`config.mk`:
```
export PLATFORM = sky130hd
export DESIGN_NAME = dac_arbiter_flat
export DESIGN_NICKNAME = d
export VERILOG_FILES = /design/src/rtl/dac_arbiter_pkg.sv /design/src/rtl/dac_arbiter_if.sv /design/src/rtl/dac_arbiter_rr_picker.sv /design/src/rtl/dac_arbiter.sv /design/src/flat_wrapper.sv
export SDC_FILE = /design/constraint.sdc
export NUM_CORES = 1
export LEC_CHECK = 0
export ABC_CLOCK_PERIOD_IN_PS = 7000
export CAP_MARGIN = 20
export CORE_MARGIN = 3
export CORE_UTILIZATION = 40
export DETAILED_ROUTE_END_ITERATION = 7
export PLACE_DENSITY = 0.86
export SETUP_SLACK_MARGIN = 0.5
export SLEW_MARGIN = 0
export SYNTH_ARGS = -nofsm -noshare
export SYNTH_HDL_FRONTEND = slang
export SYNTH_SLANG_ARGS = --single-unit
```
`constraint.sdc`:
```
create_clock -name clk -period 7 [get_ports clk]
set_input_delay 0.7 -clock clk [delete_from_list [all_inputs] [get_ports clk]]
set_output_delay 0.7 -clock clk [all_outputs]
set_load 0.005 [all_outputs]
```
`src/rtl/dac_arbiter_pkg.sv`:
```
// -----------------------------------------------------------------------------
// dac_arbiter_pkg
// Shared definitions for the DAC SPI arbiter and the blocks that talk to the
// DAC (control loop, CPU direct-write path).
//   - state_t       : arbiter FSM encoding (also exported on the debug port)
//   - DAC_CMD_*     : command nibble codes placed in the top 4 bits of a word
// -----------------------------------------------------------------------------
package dac_arbiter_pkg;

  localparam int STATE_WID = 2;

  typedef enum logic [STATE_WID-1:0] {
    S_IDLE   = 2'd0,
    S_ACTIVE = 2'd1,
    S_DRAIN  = 2'd2,
    S_GAP    = 2'd3
  } state_t;

  localparam logic [3:0] DAC_CMD_WRITE = 4'b0001;
  localparam logic [3:0] DAC_CMD_READ  = 4'b1001;

endpackage

```
`src/rtl/dac_arbiter_if.sv`:
```
// -----------------------------------------------------------------------------
// dac_arbiter_if
// Bundles the requester-side and SPI-master-side DAC handshakes.
//   req_arm/req_ss/req_lock/req_word : from requesters (word i at [i*DAC_WID +: DAC_WID])
//   req_finished/req_from_dac        : back to requesters
//   grant                            : one-hot current owner, 0 when none
//   master_arm/master_ss/master_word : to the SPI master
//   master_finished/master_from_dac  : from the SPI master
//
// Handshake: a requester raises arm (with ss and word stable) and keeps it high
// until it sees its finished bit pulse; finished is a single-cycle strobe from
// the SPI master routed only to the owner. Dropping arm before finished is an
// abort; the arbiter then keeps the master armed until it reports finished.
//
// Modports: slave = arbiter view, master = requesters + SPI master environment.
// -----------------------------------------------------------------------------
interface dac_arbiter_if #(
  parameter int N_REQ   = 3,
  parameter int DAC_WID = 24
);
  logic [N_REQ-1:0]         req_arm;
  logic [N_REQ-1:0]         req_ss;
  logic [N_REQ-1:0]         req_lock;
  logic [N_REQ*DAC_WID-1:0] req_word;
  logic [N_REQ-1:0]         req_finished;
  logic [DAC_WID-1:0]       req_from_dac;
  logic [N_REQ-1:0]         grant;
  logic                     master_arm;
  logic                     master_ss;
  logic [DAC_WID-1:0]       master_word;
  logic                     master_finished;
  logic [DAC_WID-1:0]       master_from_dac;

  modport slave (
    input  req_arm, req_ss, req_lock, req_word, master_finished, master_from_dac,
    output req_finished, req_from_dac, grant, master_arm, master_ss, master_word
  );

  modport master (
    output req_arm, req_ss, req_lock, req_word, master_finished, master_from_dac,
    input  req_finished, req_from_dac, grant, master_arm, master_ss, master_word
  );
endinterface

```
`src/rtl/dac_arbiter_rr_picker.sv`:
```
// -----------------------------------------------------------------------------
// rr_picker
// Combinational round-robin selector: returns the first set bit of i_req
// searching upward from index i_ptr and wrapping modulo N.
//   i_req   : request vector
//   i_ptr   : index with highest priority this evaluation (< N)
//   o_valid : any request set
//   o_sel   : selected index (0 when !o_valid)
// -----------------------------------------------------------------------------
module rr_picker #(
  parameter  int N       = 3,
  localparam int PTR_WID = (N > 1) ? $clog2(N) : 1
) (
  input  logic [N-1:0]       i_req,
  input  logic [PTR_WID-1:0] i_ptr,
  output logic               o_valid,
  output logic [PTR_WID-1:0] o_sel
);

  int w_idx;

  always_comb begin
    o_valid = 1'b0;
    o_sel   = '0;
    w_idx   = 0;
    for (int i = 0; i < N; i++) begin
      // i_ptr < N and i < N, so one subtraction is enough to wrap.
      w_idx = int'(i_ptr) + i;
      if (w_idx >= N) w_idx = w_idx - N;
      if (!o_valid && i_req[w_idx]) begin
        o_valid = 1'b1;
        o_sel   = PTR_WID'(w_idx);
      end
    end
  end

endmodule

```
`src/rtl/dac_arbiter.sv`:
```
// -----------------------------------------------------------------------------
// dac_arbiter
// Shares one DAC SPI master between N_REQ requesters. Round-robin grant, grant
// held while the owner asserts req_lock, abort drain, and a GAP_CYCLES
// chip-select-low gap between owners.
//   clk, rst    : clock, asynchronous active-high reset
//   io_bus      : dac_arbiter_if slave (requester and SPI master handshakes)
//   o_state     : debug, current FSM state
//   o_rr_ptr    : debug, round-robin pointer (highest priority index next)
// -----------------------------------------------------------------------------
module dac_arbiter
  import dac_arbiter_pkg::*;
#(
  parameter  int N_REQ      = 3,
  parameter  int DAC_WID    = 24,
  parameter  int GAP_CYCLES = 4,
  parameter  int GAP_WID    = 4,
  localparam int PTR_WID    = (N_REQ > 1) ? $clog2(N_REQ) : 1
) (
  input  logic               clk,
  input  logic               rst,
  dac_arbiter_if.slave       io_bus,
  output state_t             o_state,
  output logic [PTR_WID-1:0] o_rr_ptr
);

  localparam logic [GAP_WID-1:0] GAP_LAST = GAP_WID'(GAP_CYCLES - 1);
  localparam logic [PTR_WID-1:0] PTR_LAST = PTR_WID'(N_REQ - 1);

  state_t               r_state,     w_state_nxt;
  logic [N_REQ-1:0]     r_grant,     w_grant_nxt;
  logic [PTR_WID-1:0]   r_rr_ptr,    w_rr_ptr_nxt;
  logic [GAP_WID-1:0]   r_gap_cnt,   w_gap_cnt_nxt;
  logic                 r_fin_seen,  w_fin_seen_nxt;
  logic                 r_arm_prev,  w_arm_prev_nxt;
  logic [DAC_WID-1:0]   r_word_hold, w_word_hold_nxt;

  logic                 w_pick_valid;
  logic [PTR_WID-1:0]   w_pick_sel;
  logic [N_REQ-1:0]     w_pick_onehot;
  logic                 w_own_arm;
  logic                 w_own_ss;
  logic                 w_own_lock;
  logic [DAC_WID-1:0]   w_own_word;
  logic                 w_fin_any;

  rr_picker #(.N(N_REQ)) u_picker (
    .i_req   (io_bus.req_arm),
    .i_ptr   (r_rr_ptr),
    .o_valid (w_pick_valid),
    .o_sel   (w_pick_sel)
  );

  assign w_pick_onehot = N_REQ'(1) << w_pick_sel;

  // Owner's signals; a non-owner's ss/word/lock never reach the master.
  assign w_own_arm  = |(io_bus.req_arm  & r_grant);
  assign w_own_ss   = |(io_bus.req_ss   & r_grant);
  assign w_own_lock = |(io_bus.req_lock & r_grant);

  always_comb begin
    w_own_word = '0;
    for (int i = 0; i < N_REQ; i++) begin
      if (r_grant[i]) w_own_word = w_own_word | io_bus.req_word[i*DAC_WID +: DAC_WID];
    end
  end

  // Finished seen for the owner's current arm pulse, including this cycle.
  assign w_fin_any = r_fin_seen | io_bus.master_finished;

  always_ff @(posedge clk or posedge rst) begin
    if (rst) begin
      r_state     <= S_IDLE;
      r_grant     <= '0;
      r_rr_ptr    <= '0;
      r_gap_cnt   <= '0;
      r_fin_seen  <= 1'b0;
      r_arm_prev  <= 1'b0;
      r_word_hold <= '0;
    end else begin
      r_state     <= w_state_nxt;
      r_grant     <= w_grant_nxt;
      r_rr_ptr    <= w_rr_ptr_nxt;
      r_gap_cnt   <= w_gap_cnt_nxt;
      r_fin_seen  <= w_fin_seen_nxt;
      r_arm_prev  <= w_arm_prev_nxt;
      r_word_hold <= w_word_hold_nxt;
    end
  end

  always_comb begin
    w_state_nxt     = r_state;
    w_grant_nxt     = r_grant;
    w_rr_ptr_nxt    = r_rr_ptr;
    w_gap_cnt_nxt   = r_gap_cnt;
    w_fin_seen_nxt  = r_fin_seen;
    w_arm_prev_nxt  = r_arm_prev;
    w_word_hold_nxt = r_word_hold;

    case (r_state)
      S_IDLE: begin
        if (w_pick_valid) begin
          w_grant_nxt    = w_pick_onehot;
          w_rr_ptr_nxt   = (w_pick_sel == PTR_LAST) ? '0 : w_pick_sel + 1'b1;
          w_fin_seen_nxt = 1'b0;
          w_arm_prev_nxt = 1'b1;
          w_state_nxt    = S_ACTIVE;
        end
      end

      S_ACTIVE: begin
        w_word_hold_nxt = w_own_word;
        w_arm_prev_nxt  = w_own_arm;
        // A fresh arm pulse (locked sequence) restarts finished tracking.
        if (w_own_arm && !r_arm_prev) w_fin_seen_nxt = io_bus.master_finished;
        else                          w_fin_seen_nxt = w_fin_any;

        if (!w_own_arm) begin
          if (!w_fin_any) begin
            w_state_nxt = S_DRAIN;
          end else if (!w_own_lock) begin
            w_state_nxt   = S_GAP;
            w_grant_nxt   = '0;
            w_gap_cnt_nxt = '0;
          end
        end
      end

      S_DRAIN: begin
        if (io_bus.master_finished) begin
          w_state_nxt   = S_GAP;
          w_grant_nxt   = '0;
          w_gap_cnt_nxt = '0;
        end
      end

      S_GAP: begin
        if (r_gap_cnt == GAP_LAST) begin
          w_state_nxt   = S_IDLE;
          w_gap_cnt_nxt = '0;
        end else begin
          w_gap_cnt_nxt = r_gap_cnt + 1'b1;
        end
      end

      default: w_state_nxt = S_IDLE;
    endcase
  end

  // Master side: live mux in ACTIVE, forced armed with frozen word in DRAIN,
  // quiet otherwise so reset/GAP drop arm and ss immediately.
  always_comb begin
    io_bus.master_arm  = 1'b0;
    io_bus.master_ss   = 1'b0;
    io_bus.master_word = '0;
    case (r_state)
      S_ACTIVE: begin
        io_bus.master_arm  = w_own_arm;
        io_bus.master_ss   = w_own_ss;
        io_bus.master_word = w_own_word;
      end
      S_DRAIN: begin
        io_bus.master_arm  = 1'b1;
        io_bus.master_ss   = 1'b1;
        io_bus.master_word = r_word_hold;
      end
      default: ;
    endcase
  end

  assign io_bus.grant        = r_grant;
  assign io_bus.req_finished = r_grant & {N_REQ{io_bus.master_finished}};
  assign io_bus.req_from_dac = io_bus.master_from_dac;

  assign o_state  = r_state;
  assign o_rr_ptr = r_rr_ptr;

endmodule

```
`src/flat_wrapper.sv`:
```
// flat-port wrapper written by rule: the top's interface ports become plain ports
module dac_arbiter_flat import dac_arbiter_pkg::*;
#(
  parameter  int N_REQ      = 3,
  parameter  int DAC_WID    = 24,
  parameter  int GAP_CYCLES = 4,
  parameter  int GAP_WID    = 4,
  localparam int PTR_WID    = (N_REQ > 1) ? $clog2(N_REQ) : 1
)
  (clk, rst, o_state, o_rr_ptr, io_bus_req_arm, io_bus_req_ss, io_bus_req_lock, io_bus_req_word, io_bus_master_finished, io_bus_master_from_dac, io_bus_req_finished, io_bus_req_from_dac, io_bus_grant, io_bus_master_arm, io_bus_master_ss, io_bus_master_word);
  dac_arbiter_if #(.N_REQ(N_REQ), .DAC_WID(DAC_WID)) io_bus_i ();
  input  logic clk;
  input  logic rst;
  output state_t o_state;
  output logic [PTR_WID-1:0] o_rr_ptr;
  input wire logic [$bits(io_bus_i.req_arm)-1:0] io_bus_req_arm;
  input wire logic [$bits(io_bus_i.req_ss)-1:0] io_bus_req_ss;
  input wire logic [$bits(io_bus_i.req_lock)-1:0] io_bus_req_lock;
  input wire logic [$bits(io_bus_i.req_word)-1:0] io_bus_req_word;
  input wire logic [$bits(io_bus_i.master_finished)-1:0] io_bus_master_finished;
  input wire logic [$bits(io_bus_i.master_from_dac)-1:0] io_bus_master_from_dac;
  output wire logic [$bits(io_bus_i.req_finished)-1:0] io_bus_req_finished;
  output wire logic [$bits(io_bus_i.req_from_dac)-1:0] io_bus_req_from_dac;
  output wire logic [$bits(io_bus_i.grant)-1:0] io_bus_grant;
  output wire logic [$bits(io_bus_i.master_arm)-1:0] io_bus_master_arm;
  output wire logic [$bits(io_bus_i.master_ss)-1:0] io_bus_master_ss;
  output wire logic [$bits(io_bus_i.master_word)-1:0] io_bus_master_word;
  assign io_bus_i.req_arm = io_bus_req_arm;
  assign io_bus_i.req_ss = io_bus_req_ss;
  assign io_bus_i.req_lock = io_bus_req_lock;
  assign io_bus_i.req_word = io_bus_req_word;
  assign io_bus_i.master_finished = io_bus_master_finished;
  assign io_bus_i.master_from_dac = io_bus_master_from_dac;
  assign io_bus_req_finished = io_bus_i.req_finished;
  assign io_bus_req_from_dac = io_bus_i.req_from_dac;
  assign io_bus_grant = io_bus_i.grant;
  assign io_bus_master_arm = io_bus_i.master_arm;
  assign io_bus_master_ss = io_bus_i.master_ss;
  assign io_bus_master_word = io_bus_i.master_word;
  dac_arbiter #(.N_REQ(N_REQ), .DAC_WID(DAC_WID), .GAP_CYCLES(GAP_CYCLES), .GAP_WID(GAP_WID)) u_core (.clk(clk), .rst(rst), .io_bus(io_bus_i), .o_state(o_state), .o_rr_ptr(o_rr_ptr));
endmodule
```
==> results of run 1 <==
-- cells by family (layout without fill, tap and decap cells) --
| family | Yosys count | count (layout) | share of synthesized area |
|---|---|---|---|
| compound gates | 115 | 115 | 0.3148 |
| simple gates | 88 | 88 | 0.1553 |
| buf+inv | 58 | 141 | 0.1140 |
| flops | 37 | 37 | 0.3431 |
| fa+ha+maj | 9 | 9 | 0.04173 |
| mux | 8 | 8 | 0.03106 |
-- through the flow --
| stage | instance area (um^2) | utilization |
|---|---|---|
| 2_1_floorplan | 2699 | - |
| 3_3_place_gp | 3742 | 0.5794 |
| 3_5_place_dp | 3742 | 0.5794 |
| 4_1_cts | 3829 | 0.5928 |
| 5_1_grt | 3829 | 0.5928 |
| 6_report | 3829 | 0.5928 |
-- cell type report --
cell class,count,share of cell area
clock buffers,7,0.02255
flip-flops and latches,37,0.2418
repair buffers,121,0.3150
multi-input cells,220,0.3827
well taps,77,0.02516
inverters,13,0.01275
-- cells in the final DEF, fill, tap and decap left out, types with 2 or more instances in the layout --
| cell type | count |
|---|---|
| a211oi_1 | 4 |
| a21o_1 | 25 |
| a21oi_1 | 27 |
| a222oi_1 | 27 |
| a31oi_1 | 3 |
| and2_1 | 5 |
| buf_4 | 2 |
| clkbuf_8 | 6 |
| clkdlybuf4s50_1 | 119 |
| dfrtp_1 | 37 |
| ha_1 | 9 |
| inv_1 | 11 |
| inv_2 | 2 |
| mux2_1 | 2 |
| mux2i_1 | 5 |
| nand2_1 | 7 |
| nand2b_1 | 2 |
| nand3_1 | 2 |
| nor2_1 | 53 |
| nor2b_1 | 5 |
| o211ai_1 | 2 |
| o21a_1 | 3 |
| o21ai_0 | 2 |
| o21ai_1 | 7 |
| o31ai_1 | 3 |
| or2_1 | 4 |
-- worst max-delay path, stage by stage, from the launching register on --
cell	delay, ns
dfrtp_1	0.40
inv_1	0.11
ha_1	0.29
inv_1	0.62
buf_4	0.39
nor2_1	0.10
a21oi_1	0.13
nor2_1	0.06
clkdlybuf4s50_1	0.49
-- metal layers --
| layer | share of wire | up-vias |
|---|---|---|
| met3 | 0.089 | 16 |
| met4 | 0.017 | 0 |
| met5 | 0 | - |
| li1 | - | 1313 |
| met2 | 0.50 | 170 |
| met1 | 0.40 | 1392 |
-- sequential cells by signal, indices dropped and copies added, names as in the netlist --
| register | flops |
|---|---|
| u_core.io_bus.grant | 3 |
| u_core.o_rr_ptr | 2 |
| u_core.o_state | 2 |
| u_core.r_arm_prev | 1 |
| u_core.r_fin_seen | 1 |
| u_core.r_gap_cnt | 4 |
| u_core.r_word_hold | 24 |
-- power groups by stage --
stage	logic [mW]	clock network, mW	registers [mW]
floorplan	0.609	0	0.334
global route	0.969	0.164	0.395
finish	0.885	0.151	0.384
CTS	0.878	0.154	0.384
detailed placement	0.870	0	0.389
global placement	0.848	0	0.381
-- final timing paths --
path / from / end / cells after the start / slack (ns)
worst max-delay path: u_core.o_state[1] / io_bus_master_word[23] / 8 / 3.42
worst min register to register: u_core.r_word_hold[13] / u_core.r_word_hold[13] / 1 / 0.48
min in group asynchronous: rst / u_core.r_word_hold[15] / 3 / 0.84
max in group asynchronous: rst / u_core.r_word_hold[21] / 3 / 5.81
worst max register to register: u_core.o_state[1] / u_core.io_bus.grant[1] / 8 / 4.04
worst min-delay path: u_core.r_word_hold[13] / u_core.r_word_hold[13] / 1 / 0.48
==> key figures, run 1 <==
Power
  • PD cells: ~370 nW/um^2
  • Flop pwr share: 0.270
  • Total power draw: 1.419 mW
  • Pleak: roughly 1.7 nW
  • Worst vdd ir: 0.1716 mV
  • Gate power share: 0.623
  • Sw Share: 0.4410
  • Clock share of power: 0.106
  • Int Power: a little under 0.8 mW
  • Switch Pwr: approximately 0.63 mW

Synth
  • Most common cell in the netlist: nor2_1
  • Yosys cell types: about 50
  • Synth Net Count: about 430
  • Top post-synthesis cells by area: dfrtp_1, a222oi_1, nor2_1
  • Leading area contributor after synthesis: dfrtp_1
  • Mapped Cells: approximately 320
  • Mapped Area: ~2700 um^2
  • Commonest cells post-synth: nor2_1, dfrtp_1, a21oi_1, a222oi_1, a21o_1
  • #FFs+latches synth: 37
  • Yosys warns: 0
  • Top_reg_cell synth: dfrtp_1
  • EDFF count, synth: 0
  • Post-Synthesis Mean Instance Area: 8.568 um^2
  • Sequential fraction of the synthesis area: 0.3431
  • FFs w/ async S/R, synth: 1.000
  • Top cell type's share of synthesized area: 0.3431

Routing
  • Wire length per cell: ~18 um
  • Initial DRC Count: 260
  • Detail Route Antenna Nets: 0
  • DR pass1 iterations: 6
  • Via density: ~6.1
  • DRC violations left: 0
  • Final wirelength: about 8.4 mm
  • DR vias: 2891

Status
  • Status: finished, final reports clean

CTS
  • H-tree depth: 2
  • Post-CTS resize count: 0
  • Maximum clock insertion buffer count: 2
  • Total CTS buffers: 5
  • CTS clk-pin slew, worst paths: about 0.07 ns
  • Root Buffer: clkbuf_8
  • Clk sinks: 37
  • CTS tree: yes
  • Skew-Pair Late Insertion Delay: 0.29 ns
  • Setup repair bufs after CTS: 0
  • Hold-fix buffers, CTS: 0

Place
  • # placed instances: around 470
  • Dpl ws: ~3.6 ns
  • Final Wtd Congestion: about 0.84
  • IO buf count: roughly 120
  • Hpwl dp: about 6 mm

Timing
  • Tcrit/Tclk final: 0.5121
  • Final Critical Period: about 3.6 ns
  • FMAX: around 0.28 GHz
  • Worst rel slew slack: 0.2701
  • Max Clock Skew: ~0.0083 ns
  • Unrepaired setup endpoints after global routing: false
  • Hold_ws: 0.4826 ns
  • Fin. max-slew vios: 0
  • Hold Vio Cnt, Final: 0
  • Fin worst setup slack: between 3 and 4 ns
  • Final-report setup violation count: 0
  • Worst-Margin Slew: 1.095 ns
  • Setup TNS: 0 ns

Worst setup path
  • Critical Path AT: 2.88 ns
  • Crit Path Class: flip-flop to output port
  • Startpoint type of the worst setup path: flip-flop
  • Required time worst endpoint: 6.30 ns
  • Crit-path max FO: 27
  • Crit. End Element: output port

Global route
  • Vias in the first global route: around 2.8k
  • Initial antenna violation count: 0
  • Total track usage: 0.2169
  • M2 GR Usage: 0.3514
  • Met1 Resource Use GR: 0.2751
  • GRT met3 Usage: 0.06303
  • Total gr overflow: 0
  • First-pass GRT wire length: ~13 mm
  • Most crowded layer after global routing: met2
  • Pin count of the biggest net entering global routing: 38

Final layout
  • Antenna Cells: 0
  • Share of cells above drive strength 1: 0.03015
  • Non-Filler Instances: between 400 and 500
  • Fill cell count: between 500 and 600
  • Area of all sequential standard cells: between 900 and 1000 um^2
  • Layout area overhead: 41.86%
  • Area of the multi-input gates: 1465 um^2
  • Fin nets: 515

Die
  • Overall die width: 88.14 um
  • Starting Density: 0.4179
  • Ports: between 150 and 200
  • Core area: roughly 6500 um^2
  • Die area: about 7800 um^2
  • Die Ht: around 90 um
  • FP Rows: 29

Flow run
  • Max Cap Violations: 0

Worst hold path
  • HP Class: flip-flop to flip-flop
Power figures use the tool's default switching activity.
==> run 2: changes to the inputs <==
ABC_CLOCK_PERIOD_IN_PS = 3200   (was 7000)
CORE_UTILIZATION = 34   (was 40)
PLACE_DENSITY = 0.78   (was 0.86)
clock period = 3.2 ns   (was 7 ns; I/O delays follow)
==> key figures, run 2 (synthesized netlist as in run 1, its figures left out) <==
Die
  • Ports: approximately 170
  • Overall die width: 95.10 um
  • FP Rows: 31
  • Die Ht: 95.10 um
  • Die area: approximately 9000 um^2
  • Starting Density: 0.3605
  • Core area: around 7500 um^2

Timing
  • Hold Vio Cnt, Final: 0
  • Final Critical Period: between 2 and 3 ns
  • Tcrit/Tclk final: 0.7928
  • Unrepaired setup endpoints after global routing: false
  • Max Clock Skew: around 0.0058 ns
  • Hold_ws: ~0.44 ns
  • FMAX: ~0.4 GHz
  • Setup TNS: 0 ns
  • Final-report setup violation count: 0
  • Worst rel slew slack: 0.6809
  • Worst-Margin Slew: approximately 0.48 ns
  • Fin. max-slew vios: 0

CTS
  • Root Buffer: clkbuf_8
  • CTS clk-pin slew, worst paths: around 0.070 ns
  • H-tree depth: 2
  • Maximum clock insertion buffer count: 2
  • Hold-fix buffers, CTS: 0
  • Skew-Pair Late Insertion Delay: approximately 0.29 ns
  • Total CTS buffers: 5
  • Setup repair bufs after CTS: 0
  • CTS tree: yes
  • Clk sinks: 37

Final layout
  • Fin nets: between 500 and 600
  • Most frequent cells in the layout: clkdlybuf4s50_1, nor2_1, dfrtp_1
  • Max reg flops: 24
  • Layout area overhead: 45.94%
  • Most common cell after layout, fill and taps aside: clkdlybuf4s50_1
  • Design area: 3939 um^2
  • Antenna Cells: 0
  • Share of cells above drive strength 1: 0.06404
  • Layout Utilization: 0.5262
  • Largest Register: u_core.r_word_hold

Routing
  • Detail Route Antenna Nets: 0
  • Via density: 5.465
  • Final wirelength: 7.935 mm
  • DRC violations left: 0
  • DR pass1 iterations: 6
  • DR vias: 2760
  • Initial DRC Count: between 150 and 200
  • Wire length per cell: between 15 and 20 um

Worst setup path
  • CP bufs+invs: 4
  • Crit-path slowest cell: clkdlybuf4s50_1
  • Crit. End Element: output port
  • Required time worst endpoint: ~2.9 ns
  • Crit-path max FO: 30
  • Critical Path AT: around 2.2 ns
  • Delay-heaviest family, CP: buffers and inverters
  • Worst stage delay on the critical path: between 0.5 and 0.6 ns
  • Crit Path Class: flip-flop to output port
  • Critical Path, Cell by Cell: inv_2, ha_4, inv_1, buf_4, nor2_2, a21oi_1, nor2_1, clkdlybuf4s50_1
  • Startpoint type of the worst setup path: flip-flop

Global route
  • Vias in the first global route: about 2.7k
  • First-pass GRT wire length: roughly 13 mm
  • Pin count of the biggest net entering global routing: 38
  • Total gr overflow: 0
  • Initial antenna violation count: 0
  • Total track usage: 0.1777

Power
  • Worst vdd ir: about 0.29 mV
  • Flop pwr share: 0.240
  • PD cells: 801.1 nW/um^2
  • Pleak: 1.723 nW
  • Switch Pwr: 1.378 mW
  • Int Power: 1.778 mW
  • Clock share of power: 0.100
  • Gate power share: 0.660
  • Sw Share: 0.4366

Place
  • Final Wtd Congestion: around 0.89
  • IO buf count: ~120
  • Area after DPL: between 3000 and 4000 um^2
  • Hpwl dp: 5.878 mm

Flow run
  • Max Cap Violations: 0

Status
  • Status: finished, final reports clean

Worst hold path
  • HP Class: input port to asynchronous set/reset pin
run 2: path summary, 6_finish.rpt:
check | cells after the start | startpoint | to | slack [ns]
min in group clk | 1 | u_core.r_word_hold[3] | u_core.r_word_hold[3] | 0.48
hold / removal | 3 | rst | u_core.r_word_hold[16] | 0.44
max in group asynchronous | 3 | rst | u_core.io_bus.grant[2] | 2.40
setup / recovery | 8 | u_core.o_state[1] | io_bus_master_word[20] | 0.66
hold reg to reg | 1 | u_core.r_word_hold[3] | u_core.r_word_hold[3] | 0.48
setup reg to reg | 7 | u_core.o_rr_ptr[0] | u_core.io_bus.grant[1] | 0.67
run 2: cell type report:
cell class	instances	area [um^2]
clock inverter	2	10.01
timing repair buffer	128	1259
inverter	13	51.30
tap	99	123.9
multi-input combinational	220	1495
sequential	37	927.1
fill	687	3547
clock buffer	6	72.57
run 2: power groups by stage:
stage	clock (mW)	sequential, mW	combinational (mW)
3_5_place_dp	0	0.760	2.05
2_1_floorplan	0	0.730	1.33
4_1_cts	0.332	0.751	2.06
5_1_grt	0.355	0.783	2.30
3_3_place_gp	0	0.747	2.01
6_report	0.317	0.757	2.08
run 2: repair_timing:
item,in CTS,in global routing
pin swaps,0,0
gates resized for setup,2,8
cloned,0,0
endpoints found under the setup margin,15,23
run 2: metal layers:
layer  track usage  share of wire
met3       0.06077           0.11
met4       0.06010          0.018
met2        0.3020           0.48
met5             0              0
met1        0.2085           0.40
run 2: stage by stage:
stage          setup slack, ns  power (mW)  std cells
5_1_grt                 0.5112       3.435        505
4_1_cts                 0.5163       3.147        505
3_3_place_gp            0.6750       2.753        497
3_5_place_dp            0.6702       2.807        497
2_1_floorplan           0.9385       2.061        315
6_report                0.6631       3.155        505
run 2: worst min-delay path, delay by kind of cell:
family	cells	cell delay [ns]
buf+inv	3	0.84
